===== src/rtl/seq_cmd_pkg.sv =====
// seq_cmd_pkg: op codes, FSM state encoding and symbol validity check for seq_cmd_decoder
package seq_cmd_pkg;
    localparam logic [1:0] OP_CLEAR  = 2'b01;
    localparam logic [1:0] OP_TOGGLE = 2'b10;
    localparam logic [1:0] OP_SET    = 2'b11;

    typedef enum logic [1:0] {IDLE, ARMED, FIRE} state_t;

    // A nonzero op already implies a nonzero symbol, so only op and range matter
    function automatic logic sym_valid(input logic [1:0] op, input logic [31:0] ch, input int unsigned channels);
        return op != 2'b00 && ch < channels;
    endfunction
endpackage


===== src/rtl/seq_cmd_outbank.sv =====
// seq_cmd_outbank: channel output register bank applying set/clear/toggle to one addressed bit
module seq_cmd_outbank
    import seq_cmd_pkg::*;
#(
    parameter int CH_BITS = 2,
    parameter int CHANNELS = 4,
    parameter logic [CHANNELS-1:0] RESET_VAL = '0
) (
    input  logic                clk,
    input  logic                reset,
    input  logic                apply_i,
    input  logic [CH_BITS-1:0]  ch_i,
    input  logic [1:0]          op_i,
    output logic [CHANNELS-1:0] yout_o
);
    logic [CHANNELS-1:0] bank_q, bank_d, sel;

    assign sel = apply_i ? CHANNELS'(1) << ch_i : '0;

    always_comb
        bank_d = op_i == OP_SET ? bank_q | sel : op_i == OP_CLEAR ? bank_q & ~sel : op_i == OP_TOGGLE ? bank_q ^ sel : bank_q;

    always_ff @(posedge clk or posedge reset)
        if (reset) bank_q <= RESET_VAL;
        else bank_q <= bank_d;

    assign yout_o = bank_q;
endmodule


===== src/rtl/seq_cmd_decoder.sv =====
// seq_cmd_decoder: serial command decoder; a command followed by IDLE_LEN zero symbols executes on one channel
module seq_cmd_decoder
    import seq_cmd_pkg::*;
#(
    parameter int CH_BITS = 2,
    parameter int CHANNELS = 4,
    parameter int IDLE_LEN = 2,
    parameter logic [CHANNELS-1:0] RESET_VAL = '0
) (
    input  logic                clk,
    input  logic                reset,
    input  logic [CH_BITS+1:0]  ain,
    output logic [CHANNELS-1:0] yout,
    output logic                exec_valid,
    output logic [CH_BITS-1:0]  exec_ch,
    output logic [1:0]          exec_op,
    output logic                busy
);
    state_t state_q, state_d;
    logic [7:0] cnt_q, cnt_d;
    logic [1:0] op_q, op_d, exec_op_q;
    logic [CH_BITS-1:0] ch_q, ch_d, exec_ch_q;
    logic exec_valid_q, busy_q, valid, apply;

    assign valid = sym_valid(ain[1:0], 32'(ain[CH_BITS+1:2]), CHANNELS);
    assign apply = state_q == FIRE;

    // FIRE shares the IDLE decode so a command arriving in the execute cycle is not lost
    always_comb begin
        state_d = state_q;
        cnt_d = cnt_q;
        op_d = op_q;
        ch_d = ch_q;
        if (state_q == ARMED && ain == '0) begin
            state_d = cnt_q == 8'(IDLE_LEN - 1) ? FIRE : ARMED;
            cnt_d = cnt_q == 8'(IDLE_LEN - 1) ? cnt_q : cnt_q + 8'd1;
        end else if (valid) begin
            state_d = ARMED;
            cnt_d = '0;
            op_d = ain[1:0];
            ch_d = ain[CH_BITS+1:2];
        end else if (ain != '0 || state_q == FIRE) begin
            state_d = IDLE;
        end
    end

    always_ff @(posedge clk or posedge reset)
        if (reset) begin
            state_q <= IDLE;
            cnt_q <= '0;
            op_q <= '0;
            ch_q <= '0;
            exec_valid_q <= 1'b0;
            exec_ch_q <= '0;
            exec_op_q <= '0;
            busy_q <= 1'b0;
        end else begin
            state_q <= state_d;
            cnt_q <= cnt_d;
            op_q <= op_d;
            ch_q <= ch_d;
            exec_valid_q <= apply;
            exec_ch_q <= apply ? ch_q : exec_ch_q;
            exec_op_q <= apply ? op_q : exec_op_q;
            busy_q <= state_d != IDLE;
        end

    seq_cmd_outbank #(.CH_BITS(CH_BITS), .CHANNELS(CHANNELS), .RESET_VAL(RESET_VAL)) u_bank (
        .clk(clk),
        .reset(reset),
        .apply_i(apply),
        .ch_i(ch_q),
        .op_i(op_q),
        .yout_o(yout)
    );

    assign exec_valid = exec_valid_q;
    assign exec_ch = exec_ch_q;
    assign exec_op = exec_op_q;
    assign busy = busy_q;
endmodule


===== config.mk =====
export PLATFORM = sky130hd
export DESIGN_NAME = seq_cmd_decoder
export DESIGN_NICKNAME = d
export VERILOG_FILES = /design/src/rtl/seq_cmd_pkg.sv /design/src/rtl/seq_cmd_outbank.sv /design/src/rtl/seq_cmd_decoder.sv
export SDC_FILE = /design/constraint.sdc
export NUM_CORES = 1
export LEC_CHECK = 0
export CAP_MARGIN = 20
export CORE_ASPECT_RATIO = 1.75
export CORE_MARGIN = 1.5
export CORE_UTILIZATION = 45
export CTS_CLUSTER_SIZE = 24
export DETAILED_ROUTE_END_ITERATION = 12
export PLACE_DENSITY = 0.66
export SLEW_MARGIN = 20
export SYNTH_ARGS = -nofsm -noshare
export SYNTH_HDL_FRONTEND = slang
export SYNTH_SLANG_ARGS = --single-unit
export TNS_END_PERCENT = 1

===== constraint.sdc =====
create_clock -name clk -period 2.2 [get_ports clk]
set_clock_uncertainty 0.05 [all_clocks]
set_input_delay 0.44 -clock clk [delete_from_list [all_inputs] [get_ports clk]]
set_output_delay 0.44 -clock clk [all_outputs]
set_load 0.01 [all_outputs]

Word-level counts from Yosys, hierarchy flattened

Index checks and enable logic that the tools add are counted.

Flip-flop bits (word level): 24
Input port bits: 6
Output and inout port bits: 10
Logic and storage cells: 44

Add/subtract/negate cells: 1
Equality and inequality tests: 7
Shift-type cells: 1
Muxes and demuxes: 11
Bitwise logic cells: 5
Reduce and logical (&&, ||, !) cells: 10

Operators with widths:

| cell                                                                   | number |
|---|---|
| 8-bit two-way mux                                                      | 3 |
| 4-bit two-way mux                                                      | 4 |
| 8-bit by 1-bit adder with 8-bit output (second input constant)         | 1 |
| 8-bit by 1-bit equality test with 1-bit output (second input constant) | 1 |
| 2-bit two-way mux                                                      | 4 |
| 2-bit equality test (second input constant)                            | 3 |
| 2-bit nonzero test                                                     | 3 |
| 4-bit AND                                                              | 1 |
| 2-bit by 1-bit equality test with 1-bit output (second input constant) | 2 |
| 4-bit zero test                                                        | 1 |
| 4-bit NOT                                                              | 1 |
| 4-bit bitwise OR                                                       | 1 |
| 2-bit AND reduction                                                    | 2 |
| 4-bit nonzero test                                                     | 1 |
| 1-bit by 2-bit left shift with 4-bit output (first input constant)     | 1 |
| 4-bit bitwise XOR                                                      | 1 |
| 3-bit nonzero test                                                     | 1 |
| 2-bit != test (second input constant)                                  | 1 |
| 1-bit logical AND                                                      | 1 |
| 1-bit logical OR                                                       | 1 |
| 1-bit NOT                                                              | 1 |

Longest topological paths before layout

Gate-level depths: netlist of the first run.

Depth after elaboration: 6
Depth in mapped cells: 7
Depth with buffers taken out: 6

Cells and area by module

Synthesis of the first run repeated with hierarchy kept, for this count alone.

Cell total of the unflattened synthesis: 110
Area total of the unflattened synthesis: 1285.0 um^2

Modules (own cells, without submodules):

| module          | times used | cells each | area each (um^2) | sequential area each (um^2) |
|---|---|---|---|---|
| seq_cmd_decoder | 1          | 81         | 917.1            | 500.5 |
| seq_cmd_outbank | 1          | 29         | 367.9            | 100.1 |

Least setup slack after synthesis of the first run

Ideal clock, no wire load.

Kind: register to register
Start point: reg state_q[0]
End point: reg u_bank.bank_q[0], in the netlist u_bank.yout_o[0]
Setup time: 0.138 ns
Arrival time: 1.672 ns
Data required time: 2.012 ns
Slack: 0.339 ns
Cell stages (with the launch flop): 6
Buffers on the path: 1
Clock period less this slack: 1.861 ns
Path through: dfrtp_1 > nand2b_1 > clkbuf_1 > or3_1 > ha_1 > mux4_2

Word-level cells in the longest chain between the ends: 6
Elaborated cells between the ends (all ways): 9
Classes of those cells: 1 x eq/ne; 4 x mux; 4 x bitwise

Ends and longest elaborated chain:

| item                                                  | RTL line              | source |
|---|---|---|
| start, declared                                       | seq_cmd_decoder.sv:19 | `state_t state_q, state_d;` |
| start signal, assigned                                | seq_cmd_decoder.sv:58 | `state_q <= state_d;` |
| 2-bit equality test (*)                               | seq_cmd_decoder.sv:26 | `assign apply = state_q == FIRE;` |
| 4-bit two-way mux (*)                                 | seq_cmd_outbank.sv:18 | `assign sel = apply_i ? CHANNELS'(1) << ch_i : '0;` |
| 4-bit bitwise XOR / 4-bit NOT (equally long branches) | seq_cmd_outbank.sv:21 | `bank_d = op_i == OP_SET ? bank_q \| sel : op_i == OP_CLEAR ? bank_q & ~sel : op_i == OP_TOGGLE ? bank_q ^ sel : ...` |
| 4-bit two-way mux / 4-bit AND (equally long branches) | seq_cmd_outbank.sv:21 |  |
| 4-bit two-way mux                                     | seq_cmd_outbank.sv:21 |  |
| 4-bit two-way mux (*)                                 | seq_cmd_outbank.sv:21 |  |
| end signal, assigned                                  | seq_cmd_outbank.sv:25 | `else bank_q <= bank_d;` |
| end, declared                                         | seq_cmd_outbank.sv:16 | `logic [CHANNELS-1:0] bank_q, bank_d, sel;` |

Every way passes the cells marked *; elsewhere a longest branch is shown, timed or not. The select of a mux whose other input is x is not followed.
A chain may end at the register's enable or synchronous reset.

Final worst setup path of the first run

Same ends and word-level chain as after synthesis.

==> metrics, run 1 <==
RSZ-0062 raised after global routing no; Yosys top cell by area dfrtp_1; main combinational cell family by area after synthesis simple AND/OR/NAND/NOR gates; syn_nets 129; placed instance area 1450 µm²; Cell Area, Synth 1240 µm²; pwr/cell area 565 nW/µm²; largest net degree at the start of global routing 25; CP max FO 5; critical path cell sequence nand2b_1 -> or3_1 -> ha_1 -> mux4_2; Placer Congestion 0.799; count of final setup violators 0; GR Overflow Total 0; Worst Tran Pin Value 309 ps; Cells after Synth 113; post-synthesis sequential area ratio 48.3%; clock slew at reported path FFs 80 ps; Core Region 2660 µm²; First-pass DRT Iterations 4; Critical path origin state_q[0]$_DFF_PP0_; post-synthesis cell type count 27; Hold Crit Start exec_ch[0]$_DFFE_PP0P_; CP peak stage delay 440 ps; Setup TNS 0 ps; post-layout util 56.6%; Clk Latency, worst-skew pair 270 ps; buffers added on ports 15; Critical Path RT 2290 ps; fin crit share 84.8%; Avg WL per Cell 14.1 µm; Die W 42.7 µm; row cnt 25; Final Cell Area 1500 µm²; first-pass GRT wire length 4220 µm; number of global-route vias before repair 952; CTS tree done; vias post-DR 877; initial core utilization 46.7%; Resize count post-CTS 0; Die Footprint 3100 µm²; Synth Area in Simple Gates 19.4%; top cells by area, synth dfrtp_1, ha_1, mux4_2; Final Hold Viols 0; clock sink count 24; syn avg cell area 11.0 µm²; antenna diode count 0; DP HPWL 1780 µm; vias per cell 5.45; worst vdd ir 0.404 mV; gr usage total 17.9%; Post-DRT Antenna Nets 0; # IOs 16; post-synth top area share 48.3%; Slew HR 79.4%; CTS Hold Bufs 0; Crit. End Element register; CTS Buffer Depth 2; Synth Area in XOR/XNOR 4.23%; DRT iter0 DRCs 13; fin nets 151; CTS Root Cell clkbuf_8; critical path data arrival time 1960 ps; Area Growth Syn to Fin 21.0%; post-synthesis adder-cell area fraction 10.1%; Max Slew Vio Count 0; Achievable Freq 0.536 GHz; Compound-Gate Fraction of Synth Area 4.33%; Seq cells post-synth 24; Ys Warns 0; CP max-delay cell mux4_2; Setup CP Type register to register; DRC violations left 0; hold_ws 430 ps; total power 849 µW; outcome completed; Reg-to-Reg Start state_q[0]$_DFF_PP0_; Die Y 72.5 µm; H-tree levels 1; Hold Path Class register to register; initial antenna violation count 0; CP Launch Type register; mux share of post-synthesis cell area 9.06%; clock buffer count from CTS 3; Leakage 0.716 nW; final WL 2270 µm; layout cells sized above 1 14.2%; fin crit period 1870 ps; Post-CTS Setup Repair Bufs 0; maximum capacitance violations 0
-- logic make-up (layout without fill, tap and decap cells) --
logic type | after synthesis | count (layout)
flip-flops | 24 | 24
XOR/XNOR | 6 | 6
adder cells (fa/ha/maj) | 10 | 10
multiplexers | 6 | 6
buffers and inverters | 15 | 36
AO/OA/AOI/OAI | 9 | 9
AND/OR/NAND/NOR | 43 | 43
-- report_power, final --
part	total [mW]	internal, mW	switching [mW]
registers	0.470	0.453	0.0165
logic	0.0812	0.0451	0.0361
clock network	0.298	0.160	0.138
total	0.849	0.658	0.191
-- through the flow --
stage / worst slack, ps / std cells
finish: 334 / 161
CTS: 306 / 161
global placement: 202 / 157
detailed placement: 143 / 157
global route: 235 / 161
floorplan: 339 / 113
-- worst max-delay path: cells and delay by family (launching register included) --
family,cells,cell delay (ps)
multiplexers,1,440
flip-flops,1,400
adder cells (fa/ha/maj),1,290
AND/OR/NAND/NOR,2,560
-- cell usage after synthesis --
cell type,number
nor2_1,9
or2_2,2
clkbuf_1,2
nor4b_4,1
inv_1,13
nand3b_1,1
nand2_1,14
a21oi_1,3
dfrtp_1,24
or3b_1,1
mux4_2,4
a21o_1,1
and2_1,1
and4_1,1
nand3_1,3
or4b_4,1
o211ai_1,1
or3_1,3
nand4_1,2
o21ai_2,1
o21ai_0,3
and3_1,1
xor2_1,6
ha_1,10
nand2b_1,1
mux2_2,2
nor3b_1,2
-- routing by layer --
layer	track usage, %	share of wire, %	vias up
met3	2.49	2.1	4
met2	31.6	56	11
li1	-	-	420
met4	8.68	1.8	0
met5	0	0	-
met1	20.6	40	442
-- path summary, 6_finish.rpt --
path,end,slack (ps),cells after the start
min in group asynchronous,u_bank.yout_o[2]$_DFFE_PP0P_,460,3
worst min-delay path,exec_ch[0]$_DFFE_PP0P_,430,2
worst max-delay path,u_bank.yout_o[0]$_DFFE_PP0P_,330,4
max in group asynchronous,cnt_q[3]$_DFFE_PP0P_,1400,3
worst max register to register,u_bank.yout_o[0]$_DFFE_PP0P_,330,4
worst min register to register,exec_ch[0]$_DFFE_PP0P_,430,2
-- cell usage in the layout (no fill, tap or decap), types with 2 or more instances in the layout --
| master | instances |
|---|---|
| a21oi_1 | 3 |
| buf_4 | 4 |
| clkbuf_8 | 4 |
| clkdlybuf4s50_1 | 15 |
| dfrtp_1 | 24 |
| ha_1 | 10 |
| inv_1 | 13 |
| mux2_2 | 2 |
| mux4_2 | 4 |
| nand2_1 | 14 |
| nand3_1 | 3 |
| nand4_1 | 2 |
| nor2_1 | 9 |
| nor3b_1 | 2 |
| o21ai_0 | 3 |
| or2_2 | 2 |
| or3_1 | 3 |
| xor2_1 | 6 |
-- state kept, by name (all words and copies together) (netlist names) --
name           cells
exec_valid         1
exec_op            2
cnt_q              8
busy               1
exec_ch            2
op_q               2
ch_q               2
state_q            2
u_bank.yout_o      4
-- cell type report --
cell class              count  area, µm²
inverters                  13       48.8
fillers                   225       1150
repair buffers             19        180
clock buffers               4       55.1
well taps                  27       33.8
flip-flops and latches     24        601
multi-input cells          74        586
Power figures use the tool's default switching activity.
==> inputs of run 2 (changes only) <==
--- a/config.mk
+++ b/config.mk
@@ -11,7 +11,7 @@
 export CORE_UTILIZATION = 45
 export CTS_CLUSTER_SIZE = 24
 export DETAILED_ROUTE_END_ITERATION = 12
-export PLACE_DENSITY = 0.66
+export PLACE_DENSITY = 0.69
 export SLEW_MARGIN = 20
 export SYNTH_ARGS = -nofsm -noshare
 export SYNTH_HDL_FRONTEND = slang
==> constraint.sdc (replaced) <==
create_clock -name clk -period 1.6 [get_ports clk]
set_clock_uncertainty 0.05 [all_clocks]
set_input_delay 0.32 -clock clk [delete_from_list [all_inputs] [get_ports clk]]
set_output_delay 0.32 -clock clk [all_outputs]
set_load 0.01 [all_outputs]
==> run 2 against run 1 <==
- worst hold slack lost 83 ps
- clock-buffer cell count is the same
- combinational power is 82% higher
- largest power group unchanged
- cell area up 16%
- non-clock buffer count up 21
- the run now ends with setup timing left
- core utilization up 8.9 points
==> metrics, run 2 (synthesis results as in run 1) <==
number of global-route vias before repair 1037 (was 952); CP Launch Type register (unchanged); worst vdd ir 0.477 mV (was 0.404 mV); layout cells sized above 1 31.6% (was 14.2%); clock slew at reported path FFs 80 ps (about the same); Clk Latency, worst-skew pair 260 ps (was 270 ps); Die W 42.7 µm (unchanged); Multi-input gate area 644 µm² (was 586 µm²); gr usage total 18.2% (was 17.9%); Avg WL per Cell 13.4 µm (was 14.1 µm); buffers added on ports 15 (unchanged); vias per cell 5.11 (was 5.45); commonest non-fill, non-tap cell in the layout dfrtp_1 (unchanged); Inst Count DP 176 (was 157); Setup CP Type register to register (unchanged); vias post-DR 930 (was 877); Die Footprint 3100 µm² (unchanged); Slew HR 78.5% (was 79.4%); Worst Tran Pin Value 321 ps (was 309 ps); antenna diode count 0 (unchanged); largest net degree at the start of global routing 25 (unchanged); first-pass GRT wire length 4390 µm (was 4220 µm); Core Region 2660 µm² (unchanged); count of final setup violators 7 (was 0); Critical path origin state_q[0]$_DFF_PP0_ (unchanged); number of flip-flops in the largest register 8 (unchanged); fin nets 172 (was 151); pwr/cell area 679 nW/µm² (was 565 nW/µm²); CTS Buffer Depth 2 (unchanged); Placer Congestion 0.827 (was 0.799); CP peak stage delay 440 ps (about the same); DRT iter0 DRCs 13 (unchanged); CP max-delay cell mux4_2 (unchanged); Critical Path RT 1680 ps (was 2290 ps); Area Growth Syn to Fin 40.2% (was 21.0%); critical path data arrival time 1810 ps (was 1960 ps); # IOs 16 (unchanged); CTS Root Cell clkbuf_8 (unchanged); initial antenna violation count 0 (unchanged); Achievable Freq 0.576 GHz (was 0.536 GHz); final WL 2450 µm (was 2270 µm); GR Overflow Total 0 (unchanged); Final Hold Viols 0 (unchanged); CTS tree done (unchanged); R2R depth 4 (unchanged); outcome finished, violations left (was completed); initial core utilization 46.7% (unchanged); Finished Layout Cells 182 (was 161); CP max FO 4 (was 5); fin crit share 109% (was 84.8%); CTS Hold Bufs 0 (unchanged); fin crit period 1740 ps (was 1870 ps); DP HPWL 1960 µm (was 1780 µm); Top reg by flops cnt_q (unchanged); DRC violations left 0 (unchanged); Hold Path Class input port to asynchronous set/reset pin (was register to register); Post-DRT Antenna Nets 0 (unchanged); First-pass DRT Iterations 4 (unchanged); most frequent cells in the layout dfrtp_1, buf_4, nand2_1 (was dfrtp_1, clkdlybuf4s50_1, nand2_1); H-tree levels 1 (unchanged); crit path to u_bank.yout_o[0]$_DFFE_PP0P_ (unchanged); RSZ-0062 raised after global routing yes (was no); Reg-to-Reg Start state_q[0]$_DFF_PP0_ (unchanged); Worst R2R Setup Slack -140 ps (was 330 ps); Leakage 0.909 nW (was 0.716 nW); Setup TNS -694 ps (was 0 ps); Fill cells 205 (was 225); clock buffer count from CTS 3 (unchanged); row cnt 25 (unchanged); fin worst setup slack -137 ps (was 334 ps); Reg area 601 µm² (unchanged); clock sink count 24 (unchanged); maximum capacitance violations 0 (unchanged); Die Y 72.5 µm (unchanged); failing checks setup timing; reg-to-reg endpoint u_bank.yout_o[0]$_DFFE_PP0P_ (unchanged); Crit. End Element register (unchanged); critical path cell sequence nand2b_4 -> or3_4 -> ha_4 -> mux4_2 (was nand2b_1 -> or3_1 -> ha_1 -> mux4_2); Max Slew Vio Count 0 (unchanged)
[run 2: cell count changes in the layout (fill, tap and decap cells not counted), moves of 2 or more]
cell | previous run | this run
buf_4 | 4 | 22
clkdlybuf4s50_1 | 15 | 9
dlymetal6s2s_1 | 0 | 4
buf_6 | 0 | 3
dlygate4sd2_1 | 0 | 2
ha_1 | 10 | 8
ha_4 | 0 | 2
[run 2: power by group]
group | leakage (nW) | switching (mW) | internal [mW]
combinational | 0.564 | 0.0640 | 0.0844
clock | 0.0288 | 0.174 | 0.219
sequential | 0.316 | 0.0166 | 0.624
[run 2: worst max-delay path, delay by kind of cell, from the launching register on]
kind / cells / cell delay (ps)
and+or+nand+nor: 2 / 530
adders and majority gates: 1 / 210
muxes: 1 / 440
DFF: 1 / 380
[run 2: worst min-delay path by stage]
stage                                 from                            to  depth (start not counted)
floorplan                            reset                busy$_DFF_PP0_                          1
global placement    exec_op[0]$_DFFE_PP0P_        exec_op[0]$_DFFE_PP0P_                          2
detailed placement  exec_ch[0]$_DFFE_PP0P_        exec_ch[0]$_DFFE_PP0P_                          2
CTS                                  reset        exec_ch[1]$_DFFE_PP0P_                          3
global route                         reset        exec_op[0]$_DFFE_PP0P_                          3
finish                               reset  u_bank.yout_o[3]$_DFFE_PP0P_                          3
[run 2: final cells by class]
class	instances	area share, %
tap	27	1.94
clock buffer	4	3.16
inverter	13	2.95
timing repair buffer	40	20.5
multi-input combinational	74	37.0
sequential	24	34.5
[run 2: routing by layer]
layer	track usage [%]	vias to the layer above	wire, µm
li1	-	464	-
met2	35.5	10	1450
met1	20.6	454	924
met4	3.47	0	18
met3	2.24	2	53
met5	0	-	0
[run 2: timing repair]
action / in CTS / in global routing
setup endpoints to repair: 9 / 18
pin swaps: 5 / 1
buffers inserted: 1 / 1
gates resized for setup: 8 / 12
[run 2: through the flow]
step / total power [mW] / utilization (%) / worst slack, ps / hold WS, ps / area [µm²]
2_1_floorplan: 0.716 / - / -244 / 285 / 1240
3_3_place_gp: 0.788 / 59.9 / -293 / 411 / 1590
3_5_place_dp: 0.793 / 59.9 / -316 / 413 / 1590
4_1_cts: 1.20 / 63.6 / -141 / 357 / 1690
5_1_grt: 1.24 / 65.5 / -207 / 399 / 1740
6_report: 1.18 / 65.5 / -137 / 347 / 1740
==> inputs of run 3 (changes only) <==
--- a/config.mk
+++ b/config.mk
@@ -11,7 +11,7 @@
 export CORE_UTILIZATION = 45
 export CTS_CLUSTER_SIZE = 24
 export DETAILED_ROUTE_END_ITERATION = 12
-export PLACE_DENSITY = 0.69
+export PLACE_DENSITY_LB_ADDON = 0.08
 export SLEW_MARGIN = 20
 export SYNTH_ARGS = -nofsm -noshare
 export SYNTH_HDL_FRONTEND = slang
==> run 3 against run 2 <==
- the run still ends with setup timing left
- sequential share of layout area is 0.53 points higher
- sequential power about the same
- largest cell class unchanged
- worst hold slack better by 11 ps
- first-iteration DRC count down 7.7%
- worst setup slack better by 10 ps
- via count down 0.11%
- critical path depth stayed put
- cell count grew 0.55%
- largest power group unchanged
- maximum frequency rose by 0.59%
- register-to-register slack barely moved
- clock power rose by 4%
==> metrics, run 3 (synthesis results as in run 1) <==
outcome finished, violations left (unchanged); failing checks setup timing (unchanged); Worst Tran Pin Value 317 ps (was 321 ps); DP HPWL 1940 µm (was 1960 µm); clock buffer count from CTS 3 (unchanged); DRT iter0 DRCs 12 (was 13); number of global-route vias before repair 1038 (was 1037); Final Cell Area 1720 µm² (was 1740 µm²); CTS Buffer Depth 2 (unchanged); critical path data arrival time 1820 ps (was 1810 ps); fin worst setup slack -126 ps (was -137 ps); buffers added on ports 15 (unchanged); most frequent cells in the layout buf_4, dfrtp_1, nand2_1 (was dfrtp_1, buf_4, nand2_1); critical path cell sequence nand2b_4 -> or3_4 -> ha_4 -> mux4_2 (unchanged); CP max FO 5 (was 4); clock slew at reported path FFs 80 ps (about the same); number of flip-flops in the largest register 8 (unchanged); Post-DRT Antenna Nets 0 (unchanged); pwr/cell area 698 nW/µm² (was 679 nW/µm²); Setup CP Type register to register (unchanged); Clk Latency, worst-skew pair 260 ps (about the same); CP max-delay cell mux4_2 (unchanged); clock sink count 24 (unchanged); Die W 42.7 µm (unchanged); fin crit period 1730 ps (was 1740 ps); sequential share of power 53.6% (was 54.2%); worst vdd ir 0.494 mV (was 0.477 mV); CP Launch Type register (unchanged); initial antenna violation count 0 (unchanged); Die Footprint 3100 µm² (unchanged); Avg WL per Cell 13.7 µm (was 13.4 µm); Core Region 2660 µm² (unchanged); vias per cell 5.08 (was 5.11); final WL 2500 µm (was 2450 µm); Top reg by flops cnt_q (unchanged); CP top delay family simple AND/OR/NAND/NOR gates (unchanged); CTS Hold Bufs 0 (unchanged); Setup TNS -657 ps (was -694 ps); CTS tree done (unchanged); Area Growth Syn to Fin 38.1% (was 40.2%); Crit. End Element register (unchanged); maximum capacitance violations 0 (unchanged); antenna diode count 0 (unchanged); H-tree levels 1 (unchanged); largest net degree at the start of global routing 25 (unchanged); Final Hold Viols 0 (unchanged); commonest non-fill, non-tap cell in the layout buf_4 (was dfrtp_1); Critical Path RT 1690 ps (was 1680 ps); Achievable Freq 0.579 GHz (was 0.576 GHz); Clock Power Share 34.1% (was 33.3%); Die Y 72.5 µm (unchanged); Logic pwr share 12.4% (was 12.6%); Fill cells 212 (was 205); fin nets 173 (was 172); Slew HR 78.9% (was 78.5%); Leakage 0.897 nW (was 0.909 nW); layout cells sized above 1 28.8% (was 31.6%); Bufs and invs on worst path 0 (unchanged); First-pass DRT Iterations 2 (was 4); GR Overflow Total 0 (unchanged); row cnt 25 (unchanged); DRC violations left 0 (unchanged); initial core utilization 46.7% (unchanged); fin crit share 108% (was 109%); RSZ-0062 raised after global routing yes (unchanged); vias post-DR 929 (was 930); gr usage total 19.1% (was 18.2%); Max Slew Vio Count 0 (unchanged); dpl ws -307 ps (was -316 ps); # IOs 16 (unchanged); switching power 268 µW (was 255 µW); count of final setup violators 8 (was 7); CTS Root Cell clkbuf_8 (unchanged); Hold Path Class input port to asynchronous set/reset pin (unchanged); switching share of total power 22.4% (was 21.6%); CP peak stage delay 440 ps (about the same); first-pass GRT wire length 4470 µm (was 4390 µm); Placer Congestion 0.692 (was 0.827); placed instance area 1600 µm² (was 1590 µm²); P_int 929 µW (was 927 µW)
run 3: power by group through the flow:
stage,combinational (mW),clock [mW],sequential (mW)
floorplan,0.0598,0,0.656
global placement,0.140,0,0.653
detailed placement,0.144,0,0.654
CTS,0.151,0.419,0.642
global route,0.165,0.440,0.644
finish,0.148,0.408,0.641
run 3: path summary, 6_finish.rpt:
kind	from	to	slack, ps	cells past startpoint
hold / removal	reset	u_bank.yout_o[3]$_DFFE_PP0P_	360	3
hold reg to reg	exec_op[0]$_DFFE_PP0P_	exec_op[0]$_DFFE_PP0P_	440	2
min in group clk	exec_op[0]$_DFFE_PP0P_	exec_op[0]$_DFFE_PP0P_	440	2
max in group asynchronous	reset	cnt_q[0]$_DFFE_PP0P_	900	3
setup / recovery	state_q[0]$_DFF_PP0_	u_bank.yout_o[0]$_DFFE_PP0P_	-130	4
setup reg to reg	state_q[0]$_DFF_PP0_	u_bank.yout_o[0]$_DFFE_PP0P_	-130	4
run 3: what timing repair did:
item | in CTS | in global routing
resized for setup | 6 | 4
pin swaps | 3 | 0
setup buffers | 2 | 0
setup endpoints to repair | 10 | 16
run 3: final cells by class:
cell class	count	area, µm²	share of cell area (%)
Inverter	13	48.8	2.84
Clock buffer	4	55.1	3.21
Sequential cell	24	601	35.0
Timing Repair Buffer	41	355	20.7
Multi-Input combinational cell	74	622	36.3
Tap cell	27	33.8	1.97
run 3: metal layers:
metal	part of all wire, %	GRT usage [%]
met1	36	18.7
met3	1.9	1.74
met2	60	38.2
met4	1.9	8.33
met5	0	0
run 3: per-stage QoR:
stage	power (mW)	hold slack (ps)	util (%)	std cells
2_1_floorplan	0.716	285	-	113
3_3_place_gp	0.793	409	60.1	177
3_5_place_dp	0.798	417	60.1	177
4_1_cts	1.21	364	64.1	183
5_1_grt	1.25	406	64.5	183
6_report	1.20	358	64.5	183
run 3: worst register-to-register path: cells and delay by family, from the launching register on:
kind / cells / cell delay, ps
flops: 1 / 390
mux: 1 / 440
fa+ha+maj: 1 / 220
simple gates: 2 / 510
